### config.mk
export PLATFORM = sky130hd
export DESIGN_NAME = motor_move_scheduler
export DESIGN_NICKNAME = d
export VERILOG_FILES = /design/src/rtl/motor_move_scheduler.sv
export SDC_FILE = /design/constraint.sdc
export NUM_CORES = 1
export LEC_CHECK = 0
export CAP_MARGIN = 30
export CORE_MARGIN = 4
export CORE_UTILIZATION = 50
export DETAILED_ROUTE_END_ITERATION = 16
export GPL_TIMING_DRIVEN = 1
export PLACE_DENSITY = 0.65
export SYNTH_ARGS = -nofsm -noshare
export SYNTH_HDL_FRONTEND = slang
export SYNTH_SLANG_ARGS = --single-unit
### constraint.sdc
create_clock -name sysclk -period 7.1 [get_ports sysclk]
set_input_delay 1.42 -clock sysclk [delete_from_list [all_inputs] [get_ports sysclk]]
set_output_delay 1.42 -clock sysclk [all_outputs]
set_load 0.05 [all_outputs]
### src/rtl/motor_move_scheduler.sv
// Six-axis stepper sequencer: homes each axis against its Stop switch, then
// serves absolute-target moves round-robin on one shared step-pulse timer.
// Optional macro HOME_TIMEOUT_EN bounds homing by HOME_MAX_STEPS and raises home_err.
module motor_move_scheduler #(
  parameter int unsigned N_MOTOR   = 6,
  parameter int unsigned POS_W     = 10,
  parameter int unsigned MAX_POS   = 999,
  parameter int unsigned PULSE_DIV = 50,
  parameter bit          HOME_DIR  = 1'b0
`ifdef HOME_TIMEOUT_EN
  , parameter int unsigned HOME_MAX_STEPS = 1023
`endif
) (
  input  logic               sysclk,
  input  logic               rst,
  input  logic [N_MOTOR-1:0] Stop,
  input  logic               cmd_valid,
  output logic               cmd_ready,
  input  logic [2:0]         cmd_motor,
  input  logic [POS_W-1:0]   cmd_target,
  output logic               cmd_err,
  output logic [N_MOTOR-1:0] PU,
  output logic [N_MOTOR-1:0] DR,
  output logic [N_MOTOR-1:0] MF,
  output logic               homed,
  output logic               busy,
  output logic [2:0]         cur_motor,
  output logic [N_MOTOR-1:0] home_err
);

  localparam int unsigned MW = 3;
  localparam int unsigned CW = $clog2(PULSE_DIV + 1);
  localparam logic [CW-1:0] CNT_LAST = CW'(PULSE_DIV - 1);

  typedef enum logic [2:0] {
    HOME_SEL, HOME_RUN, HOME_ZERO, IDLE, MOVE_SETUP, MOVE_RUN, MOVE_DONE
  } state_t;

  state_t             state;
  logic [MW-1:0]      axis;
  logic [MW-1:0]      last_granted;
  logic [POS_W-1:0]   pos [N_MOTOR];
  logic [POS_W-1:0]   tgt [N_MOTOR];
  logic [N_MOTOR-1:0] pending;
  logic [POS_W-1:0]   mv_tgt;
  logic [CW-1:0]      cnt;
  logic               ph_high;
  logic [N_MOTOR-1:0] stop_m;
  logic [N_MOTOR-1:0] stop_s;
  logic               cmd_bad;
  logic               cmd_acc;
  logic               gnt_vld;
  logic [MW-1:0]      gnt_idx;
  logic [MW-1:0]      cand;
  logic               ph_end;

`ifdef HOME_TIMEOUT_EN
  localparam int unsigned HW = $clog2(HOME_MAX_STEPS + 1);
  logic [HW-1:0] hsteps;
`else
  assign home_err = '0;
`endif

  assign cmd_ready = homed;
  assign ph_end    = (cnt == CNT_LAST);

  // Command legality: axis in range and target within the 3-digit window.
  always_comb begin
    cmd_bad = (cmd_motor >= MW'(N_MOTOR)) || (cmd_target > POS_W'(MAX_POS));
`ifdef HOME_TIMEOUT_EN
    if (!cmd_bad && home_err[cmd_motor]) cmd_bad = 1'b1;
`endif
    cmd_acc = cmd_valid && homed && !cmd_bad;
  end

  // Round-robin search starting one past the last axis that completed a move.
  always_comb begin
    gnt_vld = 1'b0;
    gnt_idx = '0;
    cand    = '0;
    for (int unsigned k = 1; k <= N_MOTOR; k++) begin
      cand = MW'((32'(last_granted) + k) % N_MOTOR);
      if (!gnt_vld && pending[cand]) begin
        gnt_vld = 1'b1;
        gnt_idx = cand;
      end
    end
  end

  always_ff @(posedge sysclk or negedge rst) begin
    if (!rst) begin
      state        <= HOME_SEL;
      axis         <= '0;
      last_granted <= MW'(N_MOTOR - 1);
      pending      <= '0;
      mv_tgt       <= '0;
      cnt          <= '0;
      ph_high      <= 1'b0;
      stop_m       <= '0;
      stop_s       <= '0;
      PU           <= '0;
      DR           <= '0;
      MF           <= '0;
      cmd_err      <= 1'b0;
      homed        <= 1'b0;
      busy         <= 1'b0;
      cur_motor    <= '0;
      for (int unsigned k = 0; k < N_MOTOR; k++) begin
        pos[k] <= '0;
        tgt[k] <= '0;
      end
`ifdef HOME_TIMEOUT_EN
      hsteps   <= '0;
      home_err <= '0;
`endif
    end else begin
      stop_m  <= Stop;
      stop_s  <= stop_m;
      cmd_err <= cmd_valid && homed && cmd_bad;

      case (state)
        HOME_SEL: begin
          MF[axis]  <= 1'b1;
          DR[axis]  <= HOME_DIR;
          busy      <= 1'b1;
          cur_motor <= axis;
          cnt       <= '0;
          ph_high   <= 1'b0;
`ifdef HOME_TIMEOUT_EN
          hsteps    <= '0;
`endif
          state     <= stop_s[axis] ? HOME_ZERO : HOME_RUN;
        end

        HOME_RUN: begin
          if (!ph_end) begin
            cnt <= cnt + CW'(1);
          end else if (ph_high) begin
            cnt      <= '0;
            ph_high  <= 1'b0;
            PU[axis] <= 1'b0;
`ifdef HOME_TIMEOUT_EN
            hsteps   <= hsteps + HW'(1);
`endif
          end else begin
            cnt <= '0;
            if (stop_s[axis]) begin
              state <= HOME_ZERO;
`ifdef HOME_TIMEOUT_EN
            end else if (hsteps == HW'(HOME_MAX_STEPS)) begin
              home_err[axis] <= 1'b1;
              state          <= HOME_ZERO;
`endif
            end else begin
              PU[axis] <= 1'b1;
              ph_high  <= 1'b1;
            end
          end
        end

        HOME_ZERO: begin
          pos[axis] <= '0;
          MF[axis]  <= 1'b0;
          if (axis == MW'(N_MOTOR - 1)) begin
            homed <= 1'b1;
            busy  <= 1'b0;
            state <= IDLE;
          end else begin
            axis  <= axis + MW'(1);
            state <= HOME_SEL;
          end
        end

        IDLE: begin
          busy <= gnt_vld;
          if (gnt_vld) begin
            axis  <= gnt_idx;
            state <= MOVE_SETUP;
          end
        end

        // Target is latched here so later commands to this axis wait for a new grant.
        MOVE_SETUP: begin
          cur_motor     <= axis;
          MF[axis]      <= (tgt[axis] != pos[axis]);
          DR[axis]      <= (tgt[axis] > pos[axis]);
          pending[axis] <= 1'b0;
          mv_tgt        <= tgt[axis];
          cnt           <= '0;
          ph_high       <= 1'b0;
          if (tgt[axis] == pos[axis]) begin
            busy  <= 1'b0;
            state <= IDLE;
          end else begin
            state <= MOVE_RUN;
          end
        end

        MOVE_RUN: begin
          if (!ph_end) begin
            cnt <= cnt + CW'(1);
          end else if (ph_high) begin
            cnt       <= '0;
            ph_high   <= 1'b0;
            PU[axis]  <= 1'b0;
            pos[axis] <= DR[axis] ? pos[axis] + POS_W'(1) : pos[axis] - POS_W'(1);
          end else begin
            cnt <= '0;
            if (DR[axis] == HOME_DIR && stop_s[axis]) begin
              pos[axis] <= '0;
              state     <= MOVE_DONE;
            end else if (pos[axis] == mv_tgt) begin
              state <= MOVE_DONE;
            end else begin
              PU[axis] <= 1'b1;
              ph_high  <= 1'b1;
            end
          end
        end

        MOVE_DONE: begin
          MF[axis]     <= 1'b0;
          last_granted <= axis;
          busy         <= 1'b0;
          state        <= IDLE;
        end

        default: state <= HOME_SEL;
      endcase

      // Accepted commands win over the pending clear in MOVE_SETUP.
      if (cmd_acc) begin
        tgt[cmd_motor]     <= cmd_target;
        pending[cmd_motor] <= 1'b1;
      end
    end
  end

endmodule
# [Yosys cells after proc, flatten, opt, wreduce, memory -nomap -nowiden]
# Index checks and enable logic that the tools add are counted.
[classes] add_sub_neg=10 multipliers=0 div_mod_pow=6 magnitude_cmp=17 eq_ne=25 n_shift=0 mux=91 n_bitwise=13 n_reduce_logical=39
[op_table] op="$mod 32x3->32 const B" count=6
[op_table] op="$mux 60" count=3
[op_table] op="$bwmux 60" count=2
[op_table] op="$pmux 60 s2" count=1
[op_table] op="$mux 10" count=7
[op_table] op="$and 60x60->60" count=1
[op_table] op="$bmux 10 s3" count=2
[op_table] op="$demux 10 s3" count=2
[op_table] op="$mux 6" count=10
[op_table] op="$not 60->60" count=1
[op_table] op="$mux 3" count=17
[op_table] op="$pmux 6 s2" count=3
[op_table] op="$lt 3x4->1 const B" count=8
[op_table] op="$mux 1" count=25
[op_table] op="$and 6x6->6" count=4
[op_table] op="$bmux 1 s3" count=8
[op_table] op="$pmux 3 s7" count=1
[op_table] op="$eq 10x10->1" count=2
[op_table] op="$ne 2x2->1 const B" count=9
[op_table] op="$or 6x6->6" count=3
[op_table] op="$pmux 6 s3" count=1
[op_table] op="$ne 3x3->1 const B" count=5
[op_table] op="$logic_and 1x1->1" count=13
[op_table] op="$add 3x3->4 const B" count=3
[op_table] op="other kinds (37)" count=64
[word_totals] reg_bits=188 latch_bits=0 mem_bits_rw=0 rom_bits=0 input_bits=22 output_inout_bits=31 word_cells=229 n_memories=0

# [Logic depth before layout (Yosys ltp)]
# Gate-level depths: netlist of the first run.
[logic_depth] word_depth=22 mapped_depth=18 depth_no_buf=15

# [Worst setup path after synthesis of the first run]
# Ideal clock, no wire load.
[synth_timing] kind="register to register" start="register axis[1]" end="register pos[39] in the netlist's numbering" setup_time_ns=0.145 arrival_ns=3.711 t_required_ns=6.955 setup_slack_ns=3.244 path_stages_with_launch=14 path_buffers=2 synth_period_minus_slack_ns=3.856 path_cell_list="dfrtp_1 -> buf_6 -> buf_4 -> mux2i_1 -> o21ai_0 -> a222oi_1 -> ha_1 -> o21a_1 -> a2111oi_0 -> o41ai_1 -> a21o_1 -> a21oi_1 -> xnor2_1 -> o22ai_1"
[synth_between] elab_chain_len=11 word_cells_on_any_way=27 classes_between="add/sub (2); order compare (2); eq/ne (1); mux (15); bitwise (4); reduce/logical (3)"
[synth_rtl] item="start: declaration" line_no="40" rtl="logic [MW-1:0] axis;"
[synth_rtl] item="start signal: assignment" line_no="169" rtl="axis <= axis + MW'(1);"
[synth_rtl] item="start signal: assignment" line_no="177" rtl="axis <= gnt_idx;"
[synth_rtl] item="parallel branches: the longest is 11 deep, another holds $sub 10x1->10"
[synth_rtl] item="end signal: indexed assignment" line_no="206" rtl="pos[axis] <= DR[axis] ? pos[axis] + POS_W'(1) : pos[axis] - POS_W'(1);"
[synth_rtl] item="end: declaration" line_no="42" rtl="logic [POS_W-1:0] pos [N_MOTOR];"
# Parallel ways; which one is timed is not known. The select of a mux whose other input is x is not followed.
# A chain may end at the register's enable or synchronous reset.

# [Worst setup path after layout of the first run]
[layout_timing] start="register axis[1]" end="register pos[38] in the netlist's numbering"
# Same word-level chain as after synthesis.

==> metrics.txt, run 1 <==
FP Rows=51; Post-CTS Hold Fix Bufs=0; P_leak=between 5 and 6 nW; metal2 WL=between 10000 and 15000 um; Resize count post-CTS=0; total grt overflow=0; Place WS=2.32 ns; largest net degree at the start of global routing=about 120; Distinct cells, synth=between 60 and 70; vias per cell=6.01; Total GRT Usage=23.4%; Synth Area in Simple Gates=10.9%; Fmax=208 MHz; CP startpoint kind=flip-flop; cells after synthesis=around 940; reg2reg end=pos[38]$_DFFE_PN0P_; R2R Path Start=axis[1]$_DFFE_PN0P_; endpoints failing setup=0; Final Util=between 50% and 60%; Port Buffers=46; Layout Skew=roughly 0.0088 ns; Hold WC Path Type=reg2reg; final setup margin=2.28 ns; die height=between 150 and 200 um; via count=7521; top layer in use=met4; CP max FO=19; clk sink count=~190; share of cells above drive strength 1=a little over a fifth; met1 WL=between 10000 and 15000 um; Avg Cell Area, Syn=about 11 um2; Reg2Reg Depth=15; Worst-path clk slew=~0.07 ns; Worst EP arrival=just over 5 ns; mux cell area share after synthesis=between 10% and 20%; number of synthesis warnings=0; nets@finish=slightly above 1000; Post-Route WL=25100 um; clk buf depth=2; Compound-Gate Fraction of Synth Area=roughly 15%; CTS Buf Count=17; critical path type=reg2reg; Die Area=between 0.02 and 0.025 mm2; ys flop type=dfrtp_1; post-route setup TNS=0 ns; Area Overhead vs Synth=12.6%; drt initial violations=720; Worst-Margin Slew=~0.97 ns; CTS H-tree depth=4; Core Area=slightly below 0.02 mm2; worst reg2reg setup slack=approximately 2.3 ns; WP data required=7.48 ns; Post CTS Setup Buffer Count=0; Pins Over Slew Limit=0; routability cong.=slightly above 0.9; share of the clock period used by the worst path=about two thirds; I/O Pins=53; first-pass GRT wire length=~41000 um; share of async-settable or async-resettable flops after synthesis=between 90% and 100%; number of global-route vias before repair=7408; sequential-to-total area share from yosys stat=between 40% and 50%; Synth Cell Area=approximately 0.01 mm2; unrepaired setup endpoints after global routing=no; worst setup path startpoint=axis[1]$_DFFE_PN0P_; DRC Markers=0; Die X=150 um; clock insertion delay at the later pin of the skew report=0.44 ns; hold endpoint=stop_s[2]$_DFF_PN0_; minimum clock period=4.82 ns; hold wc startpoint=stop_m[2]$_DFF_PN0_; antenna violations before repair=0; maxcap violations=0; critical path endpoint category=flip-flop; largest family of logic cells by synthesized area=multiplexers; xor and xnor area share after synthesis=roughly 1.8%; WHS Path Cells=0; Starting Density=between 50 and 60%; wire length per cell=approximately 20 um; dpl hpwl=18000 um; root buffer cell=clkbuf_16; status=finished, final reports clean; maximum VDD drop=about 0.00017 V; EDFF count, synth=0; Max-Slew Margin vs Limit=a little over a third; PD cells=between 150 and 200 mW/mm2; Fin. Hold Viols=0; diode count=0; first-pass iteration count of the detailed router=6; adder-cell share of the synthesized area=between 4 and 5%; CTS tree=built; met3 wire length=between 1000 and 1500 um; #FFs+latches synth=about 190; Routed Antenna Nets=0
[routing by layer]
metal	vias to the layer above	track usage, %
li1	3494	-
met1	3753	33.6
met2	226	36.7
met3	48	4.00
met4	0	7.09
met5	-	0
[registers in the layout (all words and copies together), names as in the netlist, named ones only]
signal	cells
DR	6
MF	6
axis	3
busy	1
cmd_err	1
cmd_ready	1
cnt	6
cur_motor	3
last_granted	3
mv_tgt	10
pending	6
ph_high	1
pos	60
state	3
stop_m	6
stop_s	6
tgt	60
[placed cells by master, fill, tap and decap left out, drive strengths merged, types with 26 or more instances in the layout]
cell	netlist	final
mux2i	26	26
mux2	127	127
clkdlybuf4s50	0	45
o21ai	59	59
nor2	50	50
nand2	58	58
ha	35	35
dfrtp	186	186
a21oi	42	42
inv	36	45
[final cells by class]
type,instances,area (um2)
tap,265,332
timing repair buffer,67,646
clock buffer,18,429
multi-input combinational,662,5030
sequential,188,4710
inverter,37,139
fill,1668,8310
clock inverter,14,128
[cells by family (layout without fill, tap and decap cells)]
kind of cell | count (synthesis) | in the layout
adder cells (fa/ha/maj) | 36 | 36
multiplexers | 156 | 156
flip-flops | 188 | 188
XOR/XNOR | 20 | 20
buffers and inverters | 91 | 136
AO/OA/AOI/OAI | 223 | 223
AND/OR/NAND/NOR | 221 | 221
other | 1 | 6
[worst max path at each step]
stage                          endpoint  cells after the start
floorplan           pos[39]$_DFFE_PN0P_                     13
global placement    pos[18]$_DFFE_PN0P_                     15
detailed placement  pos[18]$_DFFE_PN0P_                     15
CTS                 pos[38]$_DFFE_PN0P_                     15
global route        pos[38]$_DFFE_PN0P_                     15
finish              pos[38]$_DFFE_PN0P_                     15
[cell usage after synthesis (all sizes together), types with 3 or more instances]
library cell	number	area (um2)
inv	36	135
a2111oi	4	41.3
xor2	7	68.8
ha	35	438
nor2b	16	108
mux2	127	1430
o2bb2ai	5	43.8
a21o	7	52.6
nand2b	11	68.8
o221ai	5	43.8
and3	4	25.0
a211oi	4	30.0
clkbuf	26	97.6
and2	4	25.0
a22oi	20	150
a221oi	4	41.3
a211o	3	26.3
dfrtp	186	4650
nand3	23	115
xnor2	13	114
mux2i	26	260
a31oi	7	43.8
nor3b	3	22.5
or2	6	37.5
nand2	58	218
nand3b	9	67.6
or4	3	22.5
nor2	50	188
o31ai	8	60.1
o22ai	18	113
or3	6	37.5
mux4	3	67.6
nor4	3	18.8
o21a	7	60.1
buf	28	191
a222oi	4	40.0
o211ai	8	60.1
o21ai	59	295
a21oi	42	233
nand4	11	68.8
a22o	6	52.6
nor3	11	55.1
o32ai	4	35.0
[critical path: stages (launching register included)]
cell      delay [ns]
dfrtp_1         0.95
buf_4           0.40
nand2b_1        0.19
nor2_1          0.67
a222oi_1        0.30
inv_1           0.12
ha_1            0.26
nor2b_1         0.15
o21ai_0         0.21
a21boi_0        0.15
o21ai_0         0.17
nand2b_1        0.11
a21o_1          0.20
a21oi_1         0.18
mux2i_1         0.43
mux2_2          0.25
[metrics by stage]
step | instances | hold WS [ns] | power (mW) | cell area (um2)
CTS | 1248 | 0.352 | 2.05 | 11400
floorplan | 941 | 0.331 | 1.11 | 10200
finish | 1251 | 0.351 | 2.04 | 11400
detailed placement | 1216 | 0.336 | 1.15 | 10800
global route | 1251 | 0.356 | 2.10 | 11400
global placement | 1213 | 0.334 | 1.15 | 10800
[power breakdown]
part	switching, mW	internal [mW]	total, mW
Sequential	0.00130	1.07	1.07
Clock	0.449	0.463	0.913
Combinational	0.0369	0.0140	0.0509
Total	0.487	1.55	2.04
No activity file was read; power rests on OpenSTA's default activity.
==> run 2, diff against run 1 <==
--- a/config.mk
+++ b/config.mk
@@ -10,7 +10,7 @@
 export CORE_UTILIZATION = 50
 export DETAILED_ROUTE_END_ITERATION = 16
 export GPL_TIMING_DRIVEN = 1
-export PLACE_DENSITY = 0.65
+export PLACE_DENSITY = 0.68
 export SYNTH_ARGS = -nofsm -noshare
 export SYNTH_HDL_FRONTEND = slang
 export SYNTH_SLANG_ARGS = --single-unit
==> constraint.sdc (replaced) <==
create_clock -name sysclk -period 4.13 [get_ports sysclk]
set_input_delay 0.826 -clock sysclk [delete_from_list [all_inputs] [get_ports sysclk]]
set_output_delay 0.826 -clock sysclk [all_outputs]
set_load 0.05 [all_outputs]
==> metrics.txt, run 2 (synthesis results as in run 1) <==
clock insertion delay at the later pin of the skew report=0.44 ns (about the same); hold endpoint=stop_s[0]$_DFF_PN0_; Place WS=0.145 ns (-2.18 ns); first-pass GRT wire length=41800 um (+1.8%); Total GRT Usage=23.9% (+0.46 points); total grt overflow=0 (unchanged); Post CTS Setup Buffer Count=0 (unchanged); Worst-path clk slew=0.07 ns (about the same); Die X=150 um (unchanged); minimum clock period=3.85 ns (-0.968 ns); final setup margin=0.282 ns (-2.00 ns); nets@finish=1061 (+2.9%); CP max FO=9 (-10); Core Area=0.0197 mm2 (unchanged); Largest regs=pos (60), tgt (60), mv_tgt (10); Area Overhead vs Synth=15.1%; root buffer cell=clkbuf_16; Psw=818 uW (+68%); CTS Buf Count=17 (unchanged); diode count=0 (unchanged); WP data required=4.41 ns (-3.07 ns); most frequent cells in the layout=dfrtp_1, mux2_2, nand2_1; CTS H-tree depth=4 (unchanged); first-pass iteration count of the detailed router=5 (-1); layout filler cell count=1658 (-0.60%); unrepaired setup endpoints after global routing=no; Fin. Hold Viols=0 (unchanged); Max-Slew Margin vs Limit=48.0% (+13 points); Final Util=59.2% (+1.3 points); most common cell after layout, fill and taps aside=dfrtp_1; Fmax=260 MHz (+25%); clk buf depth=2 (unchanged); die height=150 um (unchanged); placed instance area=0.0111 mm2 (+2.4%); clk sink count=188 (unchanged); largest net degree at the start of global routing=91 (-26%); Comb pwr share=2.4% (about the same); Int Pwr=2.75 mW (+77%); Starting Density=51.4% (unchanged); I/O Pins=53 (unchanged); Die Area=0.0226 mm2 (unchanged); share of cells above drive strength 1=23.4% (+2.6 points); Layout Skew=0.0124 ns (+0.00360 ns); Reg2Reg Depth=12 (-3); R2R Path Start=last_granted[0]$_DFFE_PN1P_; reg2reg end=axis[2]$_DFFE_PN0P_; Routed Antenna Nets=0 (unchanged); design area=0.0117 mm2 (+2.2%); dpl hpwl=18800 um (+4.4%); Worst EP arrival=4.12 ns (-1.07 ns); Hold WC Path Type=reg2reg; P_leak=5.31 nW (+2.9%); DRC Markers=0 (unchanged); antenna violations before repair=0 (unchanged); CTS tree=built; WHS Path Cells=0 (unchanged); wire length per cell=20.2 um (+0.78%); vias per cell=5.97 (-0.75%); PD cells=306 mW/mm2 (+71%); CP startpoint kind=flip-flop; Port Buffers=46 (unchanged); worst reg2reg setup slack=0.28 ns (-2.00 ns); hold wc startpoint=stop_m[0]$_DFF_PN0_; maximum VDD drop=0.000301 V (+80%); Seq pwr share=51.8% (-0.9 points); drt initial violations=575 (-20%); routability cong.=0.902 (-0.67%); share of the clock period used by the worst path=93.2% (+25 points); Pins Over Slew Limit=0 (unchanged); Clk pwr share=45.8% (+1.0 points); Sw Ratio=22.9% (-0.97 points); critical path endpoint category=flip-flop; maxcap violations=0 (unchanged); endpoints failing setup=0 (unchanged); status=finished, final reports clean; critical path type=reg2reg; number of global-route vias before repair=7636 (+3.1%); post-route setup TNS=0 ns (unchanged); Worst-Margin Slew=0.773 ns (-0.194 ns); FP Rows=51 (unchanged); Post-Route WL=25900 um (+3.1%); via count=7638 (+1.6%)
[run 2: cell count changes in the layout (fill, tap and decap cells not counted), sizes merged]
cell	previous run	this run
buf	21	51
inv	45	42
clkbuf	19	21
bufinv	0	1
clkinv	4	3
[run 2: stage by stage]
stage	hold slack, ns	cells	power (mW)
2_1_floorplan	0.331	941	1.90
3_3_place_gp	0.332	1246	1.97
3_5_place_dp	0.339	1249	1.97
4_1_cts	0.355	1280	3.59
5_1_grt	0.359	1280	3.68
6_report	0.354	1280	3.57
[run 2: power by group through the flow]
stage	Clock [mW]	Combinational [mW]	Sequential, mW
CTS	1.66	0.0887	1.85
finish	1.63	0.0862	1.85
global route	1.74	0.0962	1.85
global placement	0	0.0878	1.88
floorplan	0	0.0217	1.88
detailed placement	0	0.0886	1.88
[run 2: layout make-up]
type	instances	area [um2]	share of cell area, %
clock buffer	20	457	3.91
tap	265	332	2.84
timing repair buffer	97	863	7.40
clock inverter	11	125	1.07
multi-input combinational	662	5040	43.2
inverter	37	139	1.19
sequential	188	4710	40.3
[run 2: layer usage]
layer  global-route usage [%]  up-vias  share of wire, %
met3                     5.09       43               5.3
met5                        0        -                 0
met2                     39.0      219                49
li1                         -     3544                 -
met1                     32.3     3832                44
met4                     6.91        0               2.0
[run 2: how the worst max path moves through the flow]
stage | startpoint | endpoint | slack [ns]
floorplan | axis[1]$_DFFE_PN0P_ | pos[39]$_DFFE_PN0P_ | 0.27
global placement | last_granted[1]$_DFFE_PN0P_ | axis[2]$_DFFE_PN0P_ | 0.18
detailed placement | last_granted[1]$_DFFE_PN0P_ | axis[2]$_DFFE_PN0P_ | 0.14
CTS | last_granted[1]$_DFFE_PN0P_ | axis[2]$_DFFE_PN0P_ | 0.14
global route | last_granted[0]$_DFFE_PN1P_ | axis[0]$_DFFE_PN0P_ | 0.03
finish | last_granted[0]$_DFFE_PN1P_ | axis[2]$_DFFE_PN0P_ | 0.28
[run 2: critical path, cell delays in order (launching register included)]
cell and delay [ns]:
dfstp_2 0.62, ha_1 0.35, xor2_2 0.23, ha_1 0.27
nor2b_1 0.15, a211oi_1 0.09, a2111oi_0 0.60, a211o_1 0.30
nor3_1 0.10, nand3_1 0.12, nor2_1 0.07, a2111oi_0 0.57
a31oi_1 0.22
[run 2: timing repair]
item	CTS	global route
resized for setup	0	5
hold buffers	0	0
endpoints found under the setup margin	0	13
==> run 3, diff against run 2 <==
--- a/config.mk
+++ b/config.mk
@@ -6,10 +6,11 @@
 export NUM_CORES = 1
 export LEC_CHECK = 0
 export CAP_MARGIN = 30
+export CORE_ASPECT_RATIO = 1.1
 export CORE_MARGIN = 4
 export CORE_UTILIZATION = 50
 export DETAILED_ROUTE_END_ITERATION = 16
-export GPL_TIMING_DRIVEN = 1
+export HOLD_SLACK_MARGIN = 0.02
 export PLACE_DENSITY = 0.68
 export SYNTH_ARGS = -nofsm -noshare
 export SYNTH_HDL_FRONTEND = slang
==> metrics.txt, run 3 (synthesis results as in run 1) <==
status=finished, final reports clean; Layout Skew=0.0102 ns (-0.00220 ns); maxcap violations=0 (unchanged); via count=7659 (+0.27%); CP max FO=12 (+3); final setup margin=0.268 ns (-0.0149 ns); CTS Buf Count=17 (unchanged); placed instance area=0.0110 mm2 (-0.34%); Worst-Margin Slew=0.929 ns (+0.156 ns); most frequent cells in the layout=dfrtp_1, mux2_2, nand2_1, o21ai_0, nor2_1; Hold WC Path Type=reg2reg; die height=157 um (+4.6%); diode count=0 (unchanged); share of cells above drive strength 1=23.6% (+0.12 points); dpl hpwl=18600 um (-1.2%); total grt overflow=0 (unchanged); Routed Antenna Nets=0 (unchanged); clock insertion delay at the later pin of the skew report=0.44 ns (about the same); CP max stage delay=0.69 ns (+0.07 ns); slowest CP cell=dfstp_2; Tot Pwr=3.57 mW (about the same); nets@finish=1059 (-0.19%); routability cong.=0.925 (+2.5%); Core Area=0.0199 mm2 (+0.74%); Fin. Hold Viols=0 (unchanged); Place WS=0.222 ns (+0.0774 ns); Post-CTS Hold Fix Bufs=0 (unchanged); first-pass iteration count of the detailed router=5 (unchanged); layout filler cell count=1653 (-0.30%); drt initial violations=543 (-5.6%); first-pass GRT wire length=41900 um (+0.28%); minimum clock period=3.86 ns (+0.0149 ns); P_leak=5.31 nW (about the same); Fmax=259 MHz (-0.39%); Area Overhead vs Synth=14.9%; antenna violations before repair=0 (unchanged); CTS tree=built; Worst-path clk slew=0.07 ns (about the same); wire length per cell=20.5 um (+1.4%); I/O Pins=53 (unchanged); DRC Markers=0 (unchanged); Die Area=0.0226 mm2 (about the same); share of the clock period used by the worst path=93.5% (+0.36 points); Total GRT Usage=23.7% (-0.16 points); maximum VDD drop=0.000283 V (-5.9%); Port Buffers=46 (unchanged); Die X=144 um (-4.4%); Worst path top cell family by delay=compound AO/OA/AOI/OAI gates; Post-Route WL=26000 um (+0.32%); critical path type=reg2reg; most common cell after layout, fill and taps aside=dfrtp_1; crit-path cells=inv_1 -> ha_1 -> nand2_1 -> nand2_1 -> ha_1 -> nand2b_1 -> o21a_1 -> a21oi_1 -> a211oi_1 -> mux2i_2 -> nand4_1 -> buf_4 -> or2_1 -> a31oi_1; clk buf depth=2 (unchanged); FP Rows=54 (+5.9%); largest net degree at the start of global routing=103 (+13%); root buffer cell=clkbuf_16; CP startpoint kind=flip-flop; Worst EP arrival=4.16 ns (+0.04 ns); Pins Over Slew Limit=0 (unchanged); WP data required=4.42 ns (about the same); Max-Slew Margin vs Limit=37.8% (-10 points); design area=0.0117 mm2 (-0.12%); critical path endpoint category=flip-flop; clk sink count=188 (unchanged); endpoints failing setup=0 (unchanged); Largest regs=pos (60), tgt (60), mv_tgt (10); CP Buf/Inv Count=2 (+2); vias per cell=6.05 (+1.4%); Register Area=0.00471 mm2 (about the same); Placed Cells=1232 (-1.4%); number of global-route vias before repair=7748 (+1.5%); footprint of the multi-input gates=0.00504 mm2 (about the same); post-route insts no fill=1266 (-1.1%); CTS H-tree depth=4 (unchanged); PD cells=306 mW/mm2 (+0.19%); post-route setup TNS=0 ns (unchanged); Starting Density=51.0% (-0.38 points)
## run 3: path summary, 6_finish.rpt
path / start / cells after the start / slack (ns) / end
worst max register to register: last_granted[2]$_DFFE_PN1P_ / 14 / 0.27 / axis[2]$_DFFE_PN0P_
min in group asynchronous: rst / 1 / 0.46 / tgt[54]$_DFFE_PN0P_
worst min register to register: stop_m[1]$_DFF_PN0_ / 0 / 0.35 / stop_s[1]$_DFF_PN0_
worst min-delay path: stop_m[1]$_DFF_PN0_ / 0 / 0.35 / stop_s[1]$_DFF_PN0_
worst max-delay path: last_granted[2]$_DFFE_PN1P_ / 14 / 0.27 / axis[2]$_DFFE_PN0P_
max in group asynchronous: rst / 2 / 2.74 / pos[49]$_DFFE_PN0P_
## run 3: final cells by class
type	instances	area share, %
flip-flops and latches	188	40.4
inverters	37	1.19
multi-input cells	662	43.3
repair buffers	95	7.35
clock buffers	18	3.77
well taps	252	2.71
clock inverters	14	1.30
## run 3: through the flow
stage / utilization (%) / hold WS [ns]
after CTS: 58.5 / 0.354
after global placement: 55.6 / 0.332
final: 58.7 / 0.352
after global routing: 58.7 / 0.356
after floorplan: - / 0.331
after detailed placement: 55.6 / 0.338
## run 3: layer usage
layer | wire [um] | vias up | global-route usage (%)
met5 | 0 | - | 0
li1 | - | 3535 | -
met2 | 12500 | 222 | 39.1
met1 | 11200 | 3846 | 31.3
met4 | 879 | 0 | 9.01
met3 | 1390 | 56 | 4.41
## run 3: power by group
part	internal, mW	switching [mW]	leakage [nW]
combinational	0.0232	0.0629	2.48
sequential	1.85	0.00202	2.53
clock	0.872	0.764	0.289
total	2.74	0.829	5.31
## run 3: timing repair
action | 4_1_cts | 5_1_grt
setup endpoints to repair | 0 | 10
buffers inserted | 0 | 1
resized for setup | 0 | 4
==> RTL change 1, RTL diff (flow settings as in run 1) <==
`HOME_DIR`: 1'b0 -> 1'b1.
--- a/src/rtl/motor_move_scheduler.sv
+++ b/src/rtl/motor_move_scheduler.sv
@@ -8,3 +8,3 @@
   parameter int unsigned PULSE_DIV = 50,
-  parameter bit          HOME_DIR  = 1'b0
+  parameter bit          HOME_DIR  = 1'b1
 `ifdef HOME_TIMEOUT_EN
Function: not settled (the Yosys comparison gave no result); the edit may change what the design does.
==> RTL change 1 against run 1 <==
  * Synthesized cell count is 4.3% lower
  * Setup slack better by 0.69 ns
  * Power is 3.1% higher
  * Global-route usage is 1.5 points lower
  * Area after synthesis is 0.21% higher
  * Via count is 6.7% lower
  * Sequential share of layout area is 0.32 points lower
  * Critical path depth is 2 lower
  * Sequential cell count stayed put
  * Maximum frequency is 17% higher
  * Die area is 0.20% higher
  * Final area is 0.78% higher
  * Wire length is 6.8% lower
  * Critical endpoint is now axis[0]
  * Largest power group unchanged
==> RTL change 1: results (changes against run 1) <==
<table>
<tr><th>Metric</th><th>Value</th></tr>
<tr><th colspan="2">Worst setup path</th></tr>
<tr><td>CP Max Fanout</td><td>18 (was 19)</td></tr>
<tr><td>Crit Reg-Reg Startpoint</td><td>last_granted[0] (was axis[1])</td></tr>
<tr><th colspan="2">Power and ir drop</th></tr>
<tr><td>Total net switching power</td><td>0.0005030 W (was 0.0004874 W)</td></tr>
<tr><td>Max VDD drop</td><td>0.1580 mV (was 0.1672 mV)</td></tr>
<tr><td>Static leakage</td><td>5.512 nW (was 5.153 nW)</td></tr>
<tr><th colspan="2">Layout</th></tr>
<tr><td># nets final</td><td>992 (was 1,031)</td></tr>
<tr><td>Number of non-filler instances in the completed layout</td><td>1,212 (was 1,251)</td></tr>
<tr><td>Layout cells sized above 1</td><td>24.18% (was 20.89%)</td></tr>
<tr><th colspan="2">Routing</th></tr>
<tr><td>Per-cell via count in the routed design</td><td>5.790 (was 6.012)</td></tr>
<tr><td>Post-Route WL</td><td>23,430 microns (was 25,130 microns)</td></tr>
<tr><td>Initial drt markers</td><td>494 (was 720)</td></tr>
<tr><td>1st-pass router iterations</td><td>5 (was 6)</td></tr>
<tr><th colspan="2">STA</th></tr>
<tr><td>Worst slew margin relative to its limit</td><td>40.76% (was 35.29%)</td></tr>
<tr><td>Clock Skew</td><td>0.01116 ns (was 0.008800 ns)</td></tr>
<tr><th colspan="2">Placement</th></tr>
<tr><td>Placed Cells</td><td>1,178 (was 1,216)</td></tr>
<tr><td>Routability cong.</td><td>0.8789 (was 0.9084)</td></tr>
<tr><td>Total cell area at the placement stage</td><td>0.01084 sq mm (was 0.01081 sq mm)</td></tr>
<tr><th colspan="2">Yosys</th></tr>
<tr><td>Post-synth cell types</td><td>83 (was 68)</td></tr>
<tr><td>Dominant cells by area after synthesis</td><td>dfrtp_1 (46%), mux2_2 (16%), ha_1 (4.3%) (was dfrtp_1 (46%), mux2_2 (14%), ha_1 (4.3%))</td></tr>
<tr><td>Synth top cells by count</td><td>dfrtp_1 (186), mux2_2 (141), a21oi_1 (47), a22oi_1 (44) (was dfrtp_1 (186), mux2_2 (127), nand2_1 (58), o21ai_0 (58), nor2_1 (50))</td></tr>
<tr><td>Part of the Yosys area used for sequential elements</td><td>46.33% (was 46.43%)</td></tr>
<tr><td>Synthesized area per cell</td><td>11.34 sq um (was 10.83 sq um)</td></tr>
<tr><th colspan="2">Global route</th></tr>
<tr><td>First-pass GRT wire length</td><td>38,700 microns (was 41,060 microns)</td></tr>
<tr><td>Pin count of the biggest net entering global routing</td><td>117 (was 123)</td></tr>
<tr><th colspan="2">Min path</th></tr>
<tr><td>Startpoint of the most critical hold path</td><td>stop_m[0] (was stop_m[2])</td></tr>
<tr><th colspan="2">Outcome</th></tr>
<tr><td>Run status</td><td>finished, final reports clean (unchanged)</td></tr>
</table>
==> RTL change 1: changes by cell type after synthesis, moves of 9 or more <==
cell            run 1  this run
nand3_1            23        32
a21oi_1            36        47
o22ai_1            18         1
mux2_2            127       141
a22oi_1            20        44
nand2_1            58        37
o21ai_0            58        36
nor2_1             50        37
==> RTL change 1: final cells by class <==
class | count | area (sq um)
multi-input combinational | 624 | 5065
clock buffer | 17 | 425.4
tap | 265 | 331.6
timing repair buffer | 63 | 626.9
fill | 1615 | 8217
sequential | 188 | 4707
clock inverter | 15 | 195.2
inverter | 40 | 150.1
==> RTL change 1: cell families (layout without fill, tap and decap cells) <==
kind of cell	after synthesis	in the layout	synth area share, %
other	1	6	0.03691
and+or+nand+nor	190	190	10.46
xor gates and xnor gates	20	20	1.798
muxes	169	169	19.06
AOI/OAI and AO/OA	203	203	13.76
buffers and inverters	89	135	4.052
DFF	188	188	46.33
adders and majority gates	36	36	4.507
==> RTL change 1: worst paths after layout <==
check,endpoint,slack [ns],depth (start not counted)
max in group asynchronous,stop_s[4],4.72,3
min in group asynchronous,asynchronous set/reset pin,0.78,1
setup / recovery,axis[0],2.97,13
setup reg to reg,axis[0],2.97,13
hold / removal,stop_s[0],0.35,0
hold reg to reg,stop_s[0],0.35,0
==> RTL change 1: worst max-delay path: stages, from the launching register on <==
cell and delay, ns:
dfstp_2 0.79, inv_1 0.17, ha_1 0.24, xor2_1 0.45, inv_1 0.15, ha_1 0.29, nand2b_1 0.21, o211a_1 0.23
o31ai_1 0.27, o2111ai_1 0.34, nand4bb_4 0.25, o32ai_2 0.13, or4_1 0.43, o211ai_1 0.10
==> RTL change 1: power groups by stage <==
stage	Clock, W	Sequential (W)	Combinational (W)
2_1_floorplan	0	0.00110	0.0000127
3_3_place_gp	0	0.00110	0.0000504
3_5_place_dp	0	0.00110	0.0000500
4_1_cts	0.000996	0.00107	0.0000501
5_1_grt	0.00105	0.00107	0.0000570
6_report	0.000976	0.00107	0.0000505
==> RTL change 1: through the flow <==
| step | utilization, % | total power [W] | hold slack [ns] | setup WS (ns) |
|---|---|---|---|---|
| finish | 58.33 | 0.002101 | 0.3513 | 2.970 |
| global route | 58.33 | 0.002178 | 0.3530 | 2.590 |
| CTS | 58.11 | 0.002120 | 0.3522 | 2.734 |
| detailed placement | 54.97 | 0.001145 | 0.3355 | 2.752 |
| global placement | 54.85 | 0.001146 | 0.3337 | 2.852 |
| floorplan | - | 0.001108 | 0.3312 | 3.446 |
==> RTL change 1: per-layer routing <==
layer	vias to the layer above	GRT usage (%)	part of all wire, %
met5	-	0	0
met4	0	6.450	1.6
met3	24	3.703	3.2
met2	137	34.76	48
met1	3506	31.02	47
li1	3351	-	-
==> RTL change 2, RTL diff (flow settings as in run 1) <==
Made on the original files. Register the input `cmd_target` before use, with the module's reset. The logic sees it one clock later. The other inputs are not delayed to match.
--- a/src/rtl/motor_move_scheduler.sv
+++ b/src/rtl/motor_move_scheduler.sv
@@ -38,2 +38,12 @@
 
+  logic [POS_W-1:0] cmd_target_q;
+
+  always_ff @(posedge sysclk or negedge rst) begin
+    if (!rst) begin
+      cmd_target_q <= '0;
+    end else begin
+      cmd_target_q <= cmd_target;
+    end
+  end
+
   state_t             state;
@@ -68,3 +78,3 @@
   always_comb begin
-    cmd_bad = (cmd_motor >= MW'(N_MOTOR)) || (cmd_target > POS_W'(MAX_POS));
+    cmd_bad = (cmd_motor >= MW'(N_MOTOR)) || (cmd_target_q > POS_W'(MAX_POS));
 `ifdef HOME_TIMEOUT_EN
@@ -232,3 +242,3 @@
       if (cmd_acc) begin
-        tgt[cmd_motor]     <= cmd_target;
+        tgt[cmd_motor]     <= cmd_target_q;
         pending[cmd_motor] <= 1'b1;
Function: not settled (the Yosys comparison gave no result); the edit may change what the design does.
==> RTL change 2 against run 1 <==
  * Sequential cell count is 10 higher
  * Final area up 4.2%
  * Global-route usage is 1.4 points lower
  * Sequential share of layout area increased by 0.46 points
  * Final cell count grew 2.2%
  * Setup slack improved by 0.16 ns
  * Combinational power down 4.1%
  * Area after synthesis up 4.4%
  * Power up 5.2%
  * Clock skew about the same
  * Wire length up 1.0%
==> RTL change 2: results (changes against run 1) <==
<table>
<tr><th>Metric</th><th>Value</th></tr>
<tr><th colspan="2">Worst setup path</th></tr>
<tr><td>Arrival time at the worst endpoint</td><td>5.03 ns (was 5.19 ns)</td></tr>
<tr><td>Depth of the most critical reg-to-reg path</td><td>14 (was 15)</td></tr>
<tr><td>CP Max Fanout</td><td>23 (was 19)</td></tr>
<tr><td>Source of the critical timing path</td><td>axis[2] (was axis[1])</td></tr>
<tr><td>Crit Reg-Reg Startpoint</td><td>axis[2] (was axis[1])</td></tr>
<tr><th colspan="2">Layout</th></tr>
<tr><td>Fillers</td><td>1,754 (was 1,668)</td></tr>
<tr><td>Layout cells sized above 1</td><td>21.43% (was 20.89%)</td></tr>
<tr><td>Leading registers by flop count</td><td>pos x60, tgt x60 (was pos x60, tgt x60, mv_tgt x10)</td></tr>
<tr><td># nets final</td><td>1,053 (was 1,031)</td></tr>
<tr><th colspan="2">STA</th></tr>
<tr><td>Worst Max-Slew Pin Slew</td><td>0.9604 ns (was 0.9670 ns)</td></tr>
<tr><th colspan="2">Placement</th></tr>
<tr><td>Routability cong.</td><td>0.8946 (was 0.9084)</td></tr>
<tr><td>Estimated wirelength of the detail-placed design</td><td>17,950 microns (was 17,990 microns)</td></tr>
<tr><th colspan="2">Global route</th></tr>
<tr><td>Pin count of the biggest net entering global routing</td><td>72 (was 123)</td></tr>
<tr><td>Global-route track usage on met2</td><td>34.91% (was 36.67%)</td></tr>
<tr><td>Global routing usage summed across all routing layers</td><td>22.01% (was 23.44%)</td></tr>
<tr><td>Via count of the first global-routing pass</td><td>7,462 (was 7,408)</td></tr>
<tr><th colspan="2">Outcome</th></tr>
<tr><td>Run status</td><td>finished, final reports clean (unchanged)</td></tr>
<tr><th colspan="2">Power and ir drop</th></tr>
<tr><td>Switching share of total power</td><td>24.08% (was 23.91%)</td></tr>
<tr><td>Combinational share of power</td><td>2.3% (was 2.5%)</td></tr>
<tr><th colspan="2">Routing</th></tr>
<tr><td>Initial drt markers</td><td>399 (was 720)</td></tr>
<tr><td>1st-pass router iterations</td><td>5 (was 6)</td></tr>
<tr><td>Length of routed wiring on met1</td><td>11,970 microns (was 11,640 microns)</td></tr>
<tr><td>Per-cell via count in the routed design</td><td>5.903 (was 6.012)</td></tr>
<tr><td>Sum of met2 wire segment lengths after detailed routing</td><td>11,930 microns (was 11,680 microns)</td></tr>
<tr><th colspan="2">Yosys</th></tr>
<tr><td>Synth top cells by count</td><td>dfrtp_1 (196), mux2_2 (111), nand2_1 (73), o21ai_0 (64), nor2_1 (40) (was dfrtp_1 (186), mux2_2 (127), nand2_1 (58), o21ai_0 (58), nor2_1 (50))</td></tr>
</table>
==> RTL change 2: changes by cell type after synthesis, sizes merged, moves of 10 or more <==
cell / change
mux2i: -11
o22ai: -14
nand2: +21
o21ai: +21
dfrtp: +10
==> RTL change 2: area by class of cell <==
cell class / count / share of cell area [%]
clock buffer: 18 / 3.694
clock inverter: 14 / 1.242
inverter: 29 / 0.9157
multi-input combinational: 685 / 44.30
sequential: 198 / 41.70
tap: 270 / 2.842
timing repair buffer: 64 / 5.305
==> RTL change 2: final timing paths <==
| check | end | slack (ns) |
|---|---|---|
| min in group asynchronous | tgt[36] | 0.97 |
| hold / removal | stop_s[4] | 0.35 |
| setup / recovery | pos[28] | 2.44 |
| max in group asynchronous | pos[35] | 5.01 |
| setup reg to reg | pos[28] | 2.44 |
| hold reg to reg | stop_s[4] | 0.35 |
==> RTL change 2: logic make-up after synthesis <==
family | Yosys count | synth area share (%)
adder cells (fa/ha/maj) | 36 | 4.327
other | 1 | 0.03544
flip-flops | 198 | 46.84
AO/OA/AOI/OAI | 243 | 16.02
multiplexers | 143 | 15.50
buffers and inverters | 85 | 3.712
AND/OR/NAND/NOR | 236 | 11.68
XOR/XNOR | 21 | 1.880
==> RTL change 2: through the flow <==
stage / area, sq um / std cells / setup WS (ns) / hold slack, ns / util (%)
2_1_floorplan: 10600 / 968 / 3.468 / 0.3312 / -
3_3_place_gp: 11230 / 1241 / 2.580 / 0.3318 / 54.80
3_5_place_dp: 11300 / 1246 / 2.453 / 0.3355 / 55.14
4_1_cts: 11890 / 1278 / 2.414 / 0.3522 / 58.00
5_1_grt: 11890 / 1278 / 1.943 / 0.3581 / 58.00
6_report: 11890 / 1278 / 2.443 / 0.3486 / 58.00
